**config.mk**
```make
export PLATFORM = sky130hd
export DESIGN_NAME = guess_target_gen
export DESIGN_NICKNAME = d
export VERILOG_FILES = /design/src/rtl/guess_target_gen.sv
export SDC_FILE = /design/constraint.sdc
export NUM_CORES = 1
export LEC_CHECK = 0
export CAP_MARGIN = 20
export CORE_MARGIN = 2
export CORE_UTILIZATION = 35
export DETAILED_ROUTE_END_ITERATION = 12
export SLEW_MARGIN = 25
export SYNTH_ARGS = -nofsm -noshare
export SYNTH_HDL_FRONTEND = slang
export SYNTH_SLANG_ARGS = --single-unit
```
**constraint.sdc**
```tcl
create_clock -name CLK -period 1.5 [get_ports CLK]
set_input_delay 0.225 -clock CLK [delete_from_list [all_inputs] [get_ports CLK]]
set_output_delay 0.225 -clock CLK [all_outputs]
set_load 0.02 [all_outputs]
```
**src/rtl/guess_target_gen.sv**
```systemverilog
// guess_target_gen: writer side of the dice game's lfsr_result target bus.
// A free-running x^7+x^6+1 LFSR is sampled when the player releases NEW_GAME.
// Out-of-range draws are redrawn up to MAX_TRIES times, then DEFAULT_TARGET
// is used instead. Define GUESS_TARGET_DEBOUNCE_EN to add a level debouncer
// of DEBOUNCE_CYCLES clocks after the input synchronizer.
module guess_target_gen #(
  parameter int unsigned MIN_TARGET      = 20,
  parameter int unsigned MAX_TARGET      = 99,
  parameter int unsigned DEFAULT_TARGET  = 50,
  parameter logic [6:0]  SEED            = 7'h5A,
  parameter int unsigned MAX_TRIES       = 8,
  parameter int          DEBOUNCE_CYCLES = 500000
) (
  input  logic       CLK,
  input  logic       RESET,
  input  logic       NEW_GAME,
  output logic [6:0] lfsr_result,
  output logic       target_valid,
  output logic       busy,
  output logic [6:0] lfsr_state
);

  localparam int unsigned TW         = $clog2(MAX_TRIES + 1);
  localparam logic [6:0]  MIN7       = 7'(MIN_TARGET);
  localparam logic [6:0]  MAX7       = 7'(MAX_TARGET);
  localparam logic [6:0]  DEFAULT7   = 7'(DEFAULT_TARGET);
  localparam logic [TW-1:0] TRIES_LAST = TW'(MAX_TRIES);
  // An all-zero seed would lock the LFSR, so it is replaced by 1.
  localparam logic [6:0]  SEED_EFF   = (SEED == 7'h00) ? 7'h01 : SEED;

  typedef enum logic [1:0] {
    IDLE,
    DRAW,
    CHECK,
    DONE
  } state_t;

  state_t        state;
  state_t        state_nx;
  logic [6:0]    lfsr_q;
  logic          sync1;
  logic          sync2;
  logic          ng;
  logic          ng_d;
  logic          req;
  logic [6:0]    cand;
  logic [6:0]    cand_nx;
  logic [TW-1:0] tries;
  logic [TW-1:0] tries_nx;
  logic [6:0]    result_nx;
  logic          valid_nx;

  // Free-running LFSR; advances on every non-reset clock, independent of the FSM.
  always_ff @(posedge CLK) begin
    if (RESET) begin
      lfsr_q <= SEED_EFF;
    end else begin
      lfsr_q <= {lfsr_q[5:0], lfsr_q[6] ^ lfsr_q[5]};
    end
  end

  assign lfsr_state = lfsr_q;

  // Two-flop synchronizer for the raw button, plus the delayed conditioned level.
  always_ff @(posedge CLK) begin
    if (RESET) begin
      sync1 <= 1'b0;
      sync2 <= 1'b0;
      ng_d  <= 1'b0;
    end else begin
      sync1 <= NEW_GAME;
      sync2 <= sync1;
      ng_d  <= ng;
    end
  end

`ifdef GUESS_TARGET_DEBOUNCE_EN
  localparam int unsigned   DBW     = $clog2(DEBOUNCE_CYCLES + 1);
  localparam logic [DBW-1:0] DB_LAST = DBW'(DEBOUNCE_CYCLES - 1);

  logic [DBW-1:0] db_cnt;

  // Adopt a new level only after it has differed from ng for DEBOUNCE_CYCLES clocks.
  always_ff @(posedge CLK) begin
    if (RESET) begin
      ng     <= 1'b0;
      db_cnt <= '0;
    end else if (sync2 == ng) begin
      db_cnt <= '0;
    end else if (db_cnt == DB_LAST) begin
      ng     <= sync2;
      db_cnt <= '0;
    end else begin
      db_cnt <= db_cnt + DBW'(1);
    end
  end
`else
  // No debouncer in this build: the conditioned level is the synchronizer output
  // and the debounce length is irrelevant.
  if (DEBOUNCE_CYCLES >= 0) begin : g_no_debounce
    assign ng = sync2;
  end else begin : g_no_debounce_any
    assign ng = sync2;
  end
`endif

  // A request is a button release, the same edge the game core acts on.
  assign req = ng_d & ~ng;

  // FSM state and datapath registers; reset restores the settled default target.
  always_ff @(posedge CLK) begin
    if (RESET) begin
      state        <= IDLE;
      cand         <= '0;
      tries        <= '0;
      lfsr_result  <= DEFAULT7;
      target_valid <= 1'b1;
    end else begin
      state        <= state_nx;
      cand         <= cand_nx;
      tries        <= tries_nx;
      lfsr_result  <= result_nx;
      target_valid <= valid_nx;
    end
  end

  // Next-state and datapath decode; requests seen outside IDLE are dropped.
  always_comb begin
    state_nx  = state;
    cand_nx   = cand;
    tries_nx  = tries;
    result_nx = lfsr_result;
    valid_nx  = target_valid;
    case (state)
      IDLE: begin
        if (req) begin
          state_nx = DRAW;
          valid_nx = 1'b0;
          tries_nx = '0;
        end
      end
      DRAW: begin
        cand_nx  = lfsr_q;
        tries_nx = tries + TW'(1);
        state_nx = CHECK;
      end
      CHECK: begin
        if ((cand >= MIN7) && (cand <= MAX7)) begin
          result_nx = cand;
          state_nx  = DONE;
        end else if (tries == TRIES_LAST) begin
          result_nx = DEFAULT7;
          state_nx  = DONE;
        end else begin
          state_nx = DRAW;
        end
      end
      DONE: begin
        valid_nx = 1'b1;
        state_nx = IDLE;
      end
      default: begin
        state_nx = IDLE;
      end
    endcase
  end

  assign busy = (state != IDLE);

endmodule

```
# Word-level counts from Yosys, hierarchy flattened
# Cells that the tools add are included.
# totals
ff_bits	31
out_inout_bits	16
input_bits	3
# op_classes
n_reduce_logical	9
n_mux	10
addsub	1
bitwise_logic	3
eq_ne	5
magnitude_cmp	2
# op_table
operator	n
7-bit 2-to-1 mux	2
2-bit case mux with 4 select lines	1
4-bit case mux with 2 select lines	1
2-bit nonzero test	4
7-bit by 5-bit >= comparator with 1-bit output (second input constant)	1
7-bit <= comparator (second input constant)	1
2-bit 2-to-1 mux	3
2-bit AND reduction	3
4-bit by 1-bit adder with 4-bit output (second input constant)	1
2-bit equality test (second input constant)	2
4-bit equality test (second input constant)	1
4-bit 2-to-1 mux	1
2-bit by 1-bit equality test with 1-bit output (second input constant)	1
2-bit zero test	1
2-bit inequality test (second input constant)	1
1-bit case mux with 2 select lines	1
1-bit AND	1
1-bit logical AND	1
1-bit 2-to-1 mux	1
1-bit inverter	1
1-bit bitwise XOR	1

# Logic depth before layout (Yosys ltp)
# Gate-level depths: netlist of run 1.
# depth
word_depth	4
ltp_mapped	6
depth_no_buf	6

# Worst setup path before layout of run 1
# Ideal clock, no wire load.
# synth_path
path_kind	register -> register
startpoint	register tries[0]
endpoint	register lfsr_result[5]
required_ps	1428
setup_slack_ps	110
arrival_ps	1318
setup_ps	72
synth_period_minus_slack_ps	1390
stages_incl_launch_ff	7
n_path_buf	0
cell_sequence	dfxtp_1 > inv_1 > ha_1 > nand2_1 > o21ai_1 > o311ai_4 > mux2i_1
# synth_between
elab_chain_cells	3
# synth_rtl
item	line	source
start, declared	48	logic [TW-1:0] tries;
start signal, assigned	121	tries <= tries_nx;
4-bit equality test	151	end else if (tries == TRIES_LAST) begin
2-bit nonzero test (no line)	--	
2-bit AND reduction (no line)	--	
end signal, assigned	122	lfsr_result <= result_nx;
end, declared	17	output logic [6:0] lfsr_result,
# Every way passes these cells.
# A chain may end at the register's enable or synchronous reset.

# Worst setup path in the final report of run 1
# layout_path
startpoint	register cand[4]
endpoint	register lfsr_result[4]
# layout_between
elab_chain_cells	4
word_cells_on_any_way	6
classes_between	order compare (2); mux (1); reduce/logical (3)
# layout_rtl
item	line	source
start, declared	46	logic [6:0] cand;
start signal, assigned	120	cand <= cand_nx;
7-bit by 5-bit >= comparator with 1-bit output or 7-bit <= comparator (tied branches)	148	if ((cand >= MIN7) && (cand <= MAX7)) begin
1-bit logical AND	148	
2-bit nonzero test (no line)	--	
2-bit AND reduction (no line)	--	
# Parallel ways exist; a longest one is shown, timed or not.

==> summary.md, run 1 <==
| Metric | Value |
|---|---|
| Final hold vios | `0` |
| FF-to-FF Start | `cand[4]` |
| Yosys top cell by area | `dfxtp_1` |
| Die footprint | `3867 µm²` |
| Remaining DRCs | `0` |
| Min Tclk post-route | `1.435 ns` |
| Wire per inst | `12.03 µm` |
| Highest Clock Rate | `0.6968 GHz` |
| Mux share of post-synthesis cell area | `2.746%` |
| CP startpoint kind | `register` |
| Clock root cell | `clkbuf_4` |
| Critical path data arrival time | `1.64 ns` |
| Via/cell ratio | `4.702` |
| Peak supply drop | `0.6165 mV` |
| Reg-to-reg endpoint | `lfsr_result[4]` |
| Synth unique cells | `28` |
| Initial antenna violation count | `0` |
| Post-Route Utilization | `47.31%` |
| Hold WS | `0.4395 ns` |
| Core footprint | `3284 µm²` |
| Required @ worst endpoint | `1.70 ns` |
| Initial Utilization | `36.08%` |
| Routed wire length | `2381 µm` |
| Htree depth | `2` |
| Num CTS Buffers | `5` |
| Standard-cell rows | `21` |
| TritonRoute pass-1 iters | `4` |
| Final ANT Viol Nets | `0` |
| Xor and xnor area share after synthesis | `1.478%` |
| WHS Path Cells | `1` |
| Share of the synthesized area in the top cell type | `52.38%` |
| Iter 0 DRT Violations | `51` |
| Avg Inst Size Synth | `9.479 µm²` |
| Post-synthesis sequential element count | `31` |
| PwrDens | `941.5 nW/µm²` |
| Max-Cap Viols | `0` |
| Syn-to-layout area delta | `31.15%` |
| Mapped Area | `1185 µm²` |
| DP HPWL | `1634 µm` |
| Ranking of synthesized cells by area | `dfxtp_1 52%, nand2_1 4.8%, nor2_1 4.8%` |
| CTS tree | `built` |
| Share of layout cells above drive strength 1 | `22.37%` |
| Final period utilization | `95.67%` |
| R2R cell count | `5` |
| Worst Setup Path Type | `reg -> reg` |
| Hold Path End | `ng` |
| Synth Area in Simple Gates | `20.59%` |
| Status | `finished clean` |
| Crit-path max FO | `6` |
| Clock tree buffer depth | `2` |
| Worst hold path type | `reg -> reg` |
| Clk sinks | `31` |
| Setup violators final | `0` |
| Chip width | `62.19 µm` |
| Gate Count Post-Synth | `125` |
| Complex-gate fraction of the synthesized area | `16.68%` |
| Largest family of logic cells by synthesized area | `simple AND/OR/NAND/NOR gates` |
| Dpl cell area | `1443 µm²` |
| Slew HR | `76.73%` |
| Yosys Warn Count | `0` |
| Final Wtd Congestion | `0.7761` |
| Pleak | `0.6019 nW` |
| Adder-Cell Fraction of Synth Area | `2.112%` |
| Die Y | `62.19 µm` |
| Worst skew pair latency | `0.32 ns` |
| Total number of vias | `931` |
| Clock transition at path regs | `0.09 ns` |
| Vias in the first global route | `923` |
| Top Ports | `19` |
| CP Launch Point | `cand[4]` |
| Congestion Overflow GR | `0` |
| Worst hold start | `sync1` |
| Final instance area | `1554 µm²` |
| First-pass GRT wire length | `4188 µm` |
| Sequential area share after synthesis | `52.38%` |
| Gr usage total | `13.98%` |
| # port buffers | `18` |
| Final setup skew | `0.004959 ns` |
| R2R Setup Slk | `0.06 ns` |
| Worst slew pin tran | `0.3491 ns` |
| ANT cells | `0` |
| Fin. max-slew vios | `0` |
| Mapped Nets | `130` |
| Critical Path Sink Type | `register` |
| Largest net degree at the start of global routing | `25` |
| Fin nets | `157` |
layout by cell type (no fill, tap or decap):
master and count:
nor4b_4 1, clkdlybuf4s15_1 1, o31ai_2 1, clkbuf_4 5, xnor2_1 2, and3_1 1, dlymetal6s2s_1 2, buf_12 1
nand2_1 15, mux2i_1 1, a21oi_1 9, dlygate4sd2_1 13, inv_1 6, dfxtp_1 25, nand3_1 1, a32o_1 4
o311ai_4 2, nor2_1 15, nand2b_1 2, buf_4 7, a211oi_1 1, o21a_1 1, o21bai_1 1, nor2b_1 6
nor3_1 2, or2_2 5, clkdlybuf4s50_1 2, mux2_2 2, clkbuf_8 1, o21ai_0 1, ha_1 2, a22oi_1 5
o21ai_2 1, nor3_2 1, clkinv_2 1, dfxtp_2 6
state kept, by name, indices dropped and copies added (netlist names):
register      flops
cand              7
lfsr_result       7
lfsr_state        7
tries             4
state             2
ng                1
ng_d              1
sync1             1
target_valid      1
per-layer routing:
metal / vias up / global-route usage (%) / wire (µm)
met5: - / 0 / 0
met3: 4 / 5.616 / 79
met2: 16 / 23.78 / 1213
met4: 0 / 5.833 / 31
met1: 436 / 15.53 / 1057
li1: 475 / - / -
worst max-delay path: stages (launching register included):
cell and delay, ns:
dfxtp_2 0.35, o311ai_4 0.29, o31ai_2 0.13, nor4b_4 0.27, buf_4 0.18, a22oi_1 0.09
cell type report:
cell class | count | area (µm²)
repair buffers | 26 | 241.5
clock buffers | 6 | 51.30
multi-input cells | 82 | 548.0
well taps | 46 | 57.56
clock inverters | 1 | 5.005
flip-flops and latches | 31 | 628.1
inverters | 6 | 22.52
fillers | 337 | 1730
synthesized netlist by cell type:
master,instances
and3_1,1
mux2i_1,1
nor3_1,3
o31ai_1,1
buf_2,2
a21oi_1,9
nor2b_1,6
inv_1,6
a22oi_1,5
a32o_1,4
nand2b_1,2
or2_2,5
o311ai_1,1
o21a_1,1
ha_1,2
clkbuf_1,4
a211oi_1,1
o21bai_1,1
o21ai_0,1
o311ai_4,1
nand3_1,1
nor4b_4,1
nor2_1,15
nand2_1,15
dfxtp_1,31
mux2_2,2
xnor2_1,2
o21ai_1,1
where the power goes:
group	switching, mW	internal [mW]	total, mW
combinational	0.0682	0.0507	0.119
sequential	0.0207	0.850	0.870
clock	0.257	0.217	0.474
total	0.346	1.12	1.46
stage by stage:
step	setup slack [ns]	setup TNS, ns	std cells	total power [mW]
2_1_floorplan	0.1104	0	125	0.9584
3_3_place_gp	0.02221	0	189	1.017
3_5_place_dp	-0.02973	-0.1127	189	1.020
4_1_cts	0.002674	0	198	1.484
5_1_grt	-0.01032	-0.01032	198	1.554
6_report	0.06490	0	198	1.463
logic make-up after synthesis:
kind of cell	count (synthesis)
and+or+nand+nor	49
DFF	31
AOI/OAI and AO/OA	26
buffers and inverters	12
muxes	3
xor gates and xnor gates	2
adders and majority gates	2
worst max path at each step:
stage                     endpoint  depth (start not counted)  slack [ns]
CTS                 lfsr_result[6]                          1       0.003
floorplan           lfsr_result[5]                          6        0.11
global route        lfsr_result[4]                          5       -0.01
global placement    lfsr_result[5]                          6        0.02
detailed placement  lfsr_result[0]                          6       -0.03
finish              lfsr_result[4]                          5        0.06
timing repair:
action / 4_1_cts / 5_1_grt
buffers inserted: 2 / 0
resized for setup: 14 / 14
pin swaps: 2 / 1
hold buffers: 0 / 0
setup endpoints to repair: 22 / 10
Note: power is estimated with default switching activity, not from simulation.
==> run 2, diff against run 1 <==
Settings changed: CAP_MARGIN 20 to not set.
==> results of run 2 <==
Final layout, timing and power as in run 1 (identical DEF).
==> run 3, diff against run 2 <==
Settings changed: DONT_BUFFER_PORTS set to 1, HOLD_SLACK_MARGIN set to 0.06, PLACE_DENSITY set to 0.54.
==> run 3 against run 2 <==
Register-to-register slack got worse by 0.05 ns. Largest power group unchanged. Critical endpoint unchanged. Non-clock buffer count decreased by 21. Via count fell by 7.1%. Maximum frequency is 3.1% lower.
==> summary.md, run 3 (synthesized netlist as in run 1, its figures left out) <==
| Metric | Value |
|---|---|
| Status | `finished clean` |
| Final setup skew | `0.004357 ns (-0.0006020 ns)` |
| Hold Path End | `lfsr_result[5]` |
| Clock tree buffer depth | `2 (unchanged)` |
| Final period utilization | `98.74% (+3.1 points)` |
| Core footprint | `3284 µm² (unchanged)` |
| Initial antenna violation count | `0 (unchanged)` |
| Worst slew pin tran | `0.7623 ns (+0.4132 ns)` |
| Die footprint | `3867 µm² (unchanged)` |
| Largest net degree at the start of global routing | `24 (-4.0%)` |
| Setup violators final | `0 (unchanged)` |
| First-pass GRT wire length | `3774 µm (-9.9%)` |
| Fin nets | `136 (-13%)` |
| Highest Clock Rate | `0.6751 GHz (-3.1%)` |
| Remaining DRCs | `0 (unchanged)` |
| Seq pwr share | `54.8% (-4.7 points)` |
| CTS tree | `built` |
| Vias in the first global route | `845 (-8.5%)` |
| ANT cells | `0 (unchanged)` |
| Gr usage total | `12.78% (-1.2 points)` |
| Routed wire length | `2244 µm (-5.8%)` |
| Critical Path Sink Type | `register` |
| Crit-path max FO | `6 (unchanged)` |
| Num CTS Buffers | `5 (unchanged)` |
| FF-to-FF Start | `cand[4]` |
| Worst skew pair latency | `0.33 ns (about the same)` |
| Worst Setup Path Type | `reg -> reg` |
| Iter 0 DRT Violations | `66 (+29%)` |
| Worst hold path type | `in -> reg` |
| Die Y | `62.19 µm (unchanged)` |
| R2R Setup Slk | `0.02 ns (-0.05 ns)` |
| Standard-cell rows | `21 (unchanged)` |
| Int Pwr | `1.270 mW (+14%)` |
| RSZ-0062 raised after global routing | `yes` |
| Psw | `0.3623 mW (+4.7%)` |
| Total number of vias | `865 (-7.1%)` |
| Peak supply drop | `0.5830 mV (-5.4%)` |
| Slew HR | `49.02% (-28 points)` |
| Commonest non-fill, non-tap cell in the layout | `dfxtp_1` |
| # fillers | `333 (-1.2%)` |
| Clock transition at path regs | `0.09 ns (about the same)` |
| Chip width | `62.19 µm (unchanged)` |
| Wire per inst | `12.61 µm (+4.8%)` |
| Clock root cell | `clkbuf_4` |
| Setup TNS | `0 ns (unchanged)` |
| Worst hold start | `RESET` |
| Final worst slack | `0.01883 ns (-0.04607 ns)` |
| Top Ports | `19 (unchanged)` |
| Min Tclk post-route | `1.481 ns (+0.04607 ns)` |
| Via/cell ratio | `4.860 (+3.4%)` |
| Sw frac | `22.20% (-1.4 points)` |
| DP HPWL | `1479 µm (-9.5%)` |
| Place WS | `-0.02256 ns (+0.007167 ns)` |
| Congestion Overflow GR | `0 (unchanged)` |
| Clk pwr share | `41.3% (+8.9 points)` |
| Final hold vios | `0 (unchanged)` |
| Required @ worst endpoint | `1.70 ns (about the same)` |
| TritonRoute pass-1 iters | `4 (unchanged)` |
| Reg-to-reg endpoint | `lfsr_result[4]` |
| Combinational share of power | `3.9% (-4.2 points)` |
| Critical path data arrival time | `1.68 ns (+0.04 ns)` |
| Syn-to-layout area delta | `19.22%` |
| # port buffers | `0 (-18)` |
| Pleak | `0.4929 nW (-18%)` |
| Share of layout cells above drive strength 1 | `25.76% (+3.4 points)` |
| Most frequent cells in the layout | `24 x dfxtp_1, 15 x nor2_1, 14 x nand2_1` |
| Final ANT Viol Nets | `0 (unchanged)` |
| R2R cell count | `4 (-1)` |
| Max-Cap Viols | `0 (unchanged)` |
| Initial Utilization | `36.08% (unchanged)` |
| PwrDens | `1155 nW/µm² (+23%)` |
| Fin. max-slew vios | `0 (unchanged)` |
| WHS Path Cells | `2 (+1)` |
| Final Wtd Congestion | `0.6980 (-10%)` |
| Clk sinks | `31 (unchanged)` |
| Htree depth | `2 (unchanged)` |
| CP startpoint kind | `register` |
==> run 3: changes by cell type in the layout (fill, tap and decap cells not counted), sizes merged <==
| cell | previous run | this run |
|---|---|---|
| clkdlybuf4s50 | 2 | 0 |
| dlymetal6s2s | 2 | 0 |
| buf | 8 | 3 |
| bufinv | 0 | 1 |
| dlygate4sd2 | 13 | 0 |
| clkdlybuf4s15 | 1 | 0 |
| dlygate4sd3 | 0 | 2 |
==> run 3: through the flow <==
stage | utilization, % | hold WS, ns | instance area [µm²] | cells | power [mW]
detailed placement | 37.30 | 0.3015 | 1225 | 166 | 0.9638
global placement | 37.30 | 0.3008 | 1225 | 166 | 0.9611
floorplan | - | 0.3532 | 1185 | 125 | 0.9584
global route | 43.01 | 0.07584 | 1413 | 178 | 1.699
CTS | 40.53 | 0.07106 | 1331 | 176 | 1.649
finish | 43.01 | 0.06805 | 1413 | 178 | 1.632
==> run 3: area by class of cell <==
type	instances	area, µm²	area share [%]
sequential	31	636.9	45.08
inverter	6	22.52	1.594
multi-input combinational	82	566.8	40.12
clock inverter	2	35.03	2.480
timing repair buffer	5	42.54	3.012
tap	46	57.56	4.074
clock buffer	6	51.30	3.632
==> run 3: power by group through the flow <==
stage	logic, mW	registers (mW)	clock network, mW
after floorplan	0.0520	0.906	0
after global placement	0.0458	0.915	0
after detailed placement	0.0469	0.917	0
after CTS	0.0593	0.898	0.692
after global routing	0.0729	0.900	0.726
final	0.0644	0.894	0.673
==> run 3: critical path, cell delays in order, from the launching register on <==
cell and delay (ns):
dfxtp_2 0.36, o311ai_4 0.31, o31ai_4 0.13, nor4b_4 0.40
a22oi_1 0.15
==> run 3: per-layer routing <==
metal / wire length [µm] / share of wire (%) / global-route usage [%]
met4: 38 / 1.7 / 7.500
met3: 161 / 7.2 / 5.797
met2: 1014 / 45 / 19.16
met1: 1030 / 46 / 15.06
met5: 0 / 0 / 0
==> run 3: repair_timing <==
item                                   CTS  global route
setup buffers                            0             2
pin swaps                                1             7
setup endpoints to repair                5             8
endpoints found under the hold margin   23             0
hold buffers                             2             0
resized for setup                        0            20
==> run 3: how the worst max path moves through the flow <==
stage | endpoint | depth (start not counted) | startpoint | slack (ns)
2_1_floorplan | lfsr_result[5] | 6 | tries[0] | 0.11
3_3_place_gp | lfsr_result[5] | 6 | tries[0] | 0.04
3_5_place_dp | lfsr_result[5] | 6 | tries[0] | -0.02
4_1_cts | lfsr_result[1] | 4 | cand[2] | 0.003
5_1_grt | lfsr_result[1] | 4 | cand[4] | -0.06
6_report | lfsr_result[4] | 4 | cand[4] | 0.02
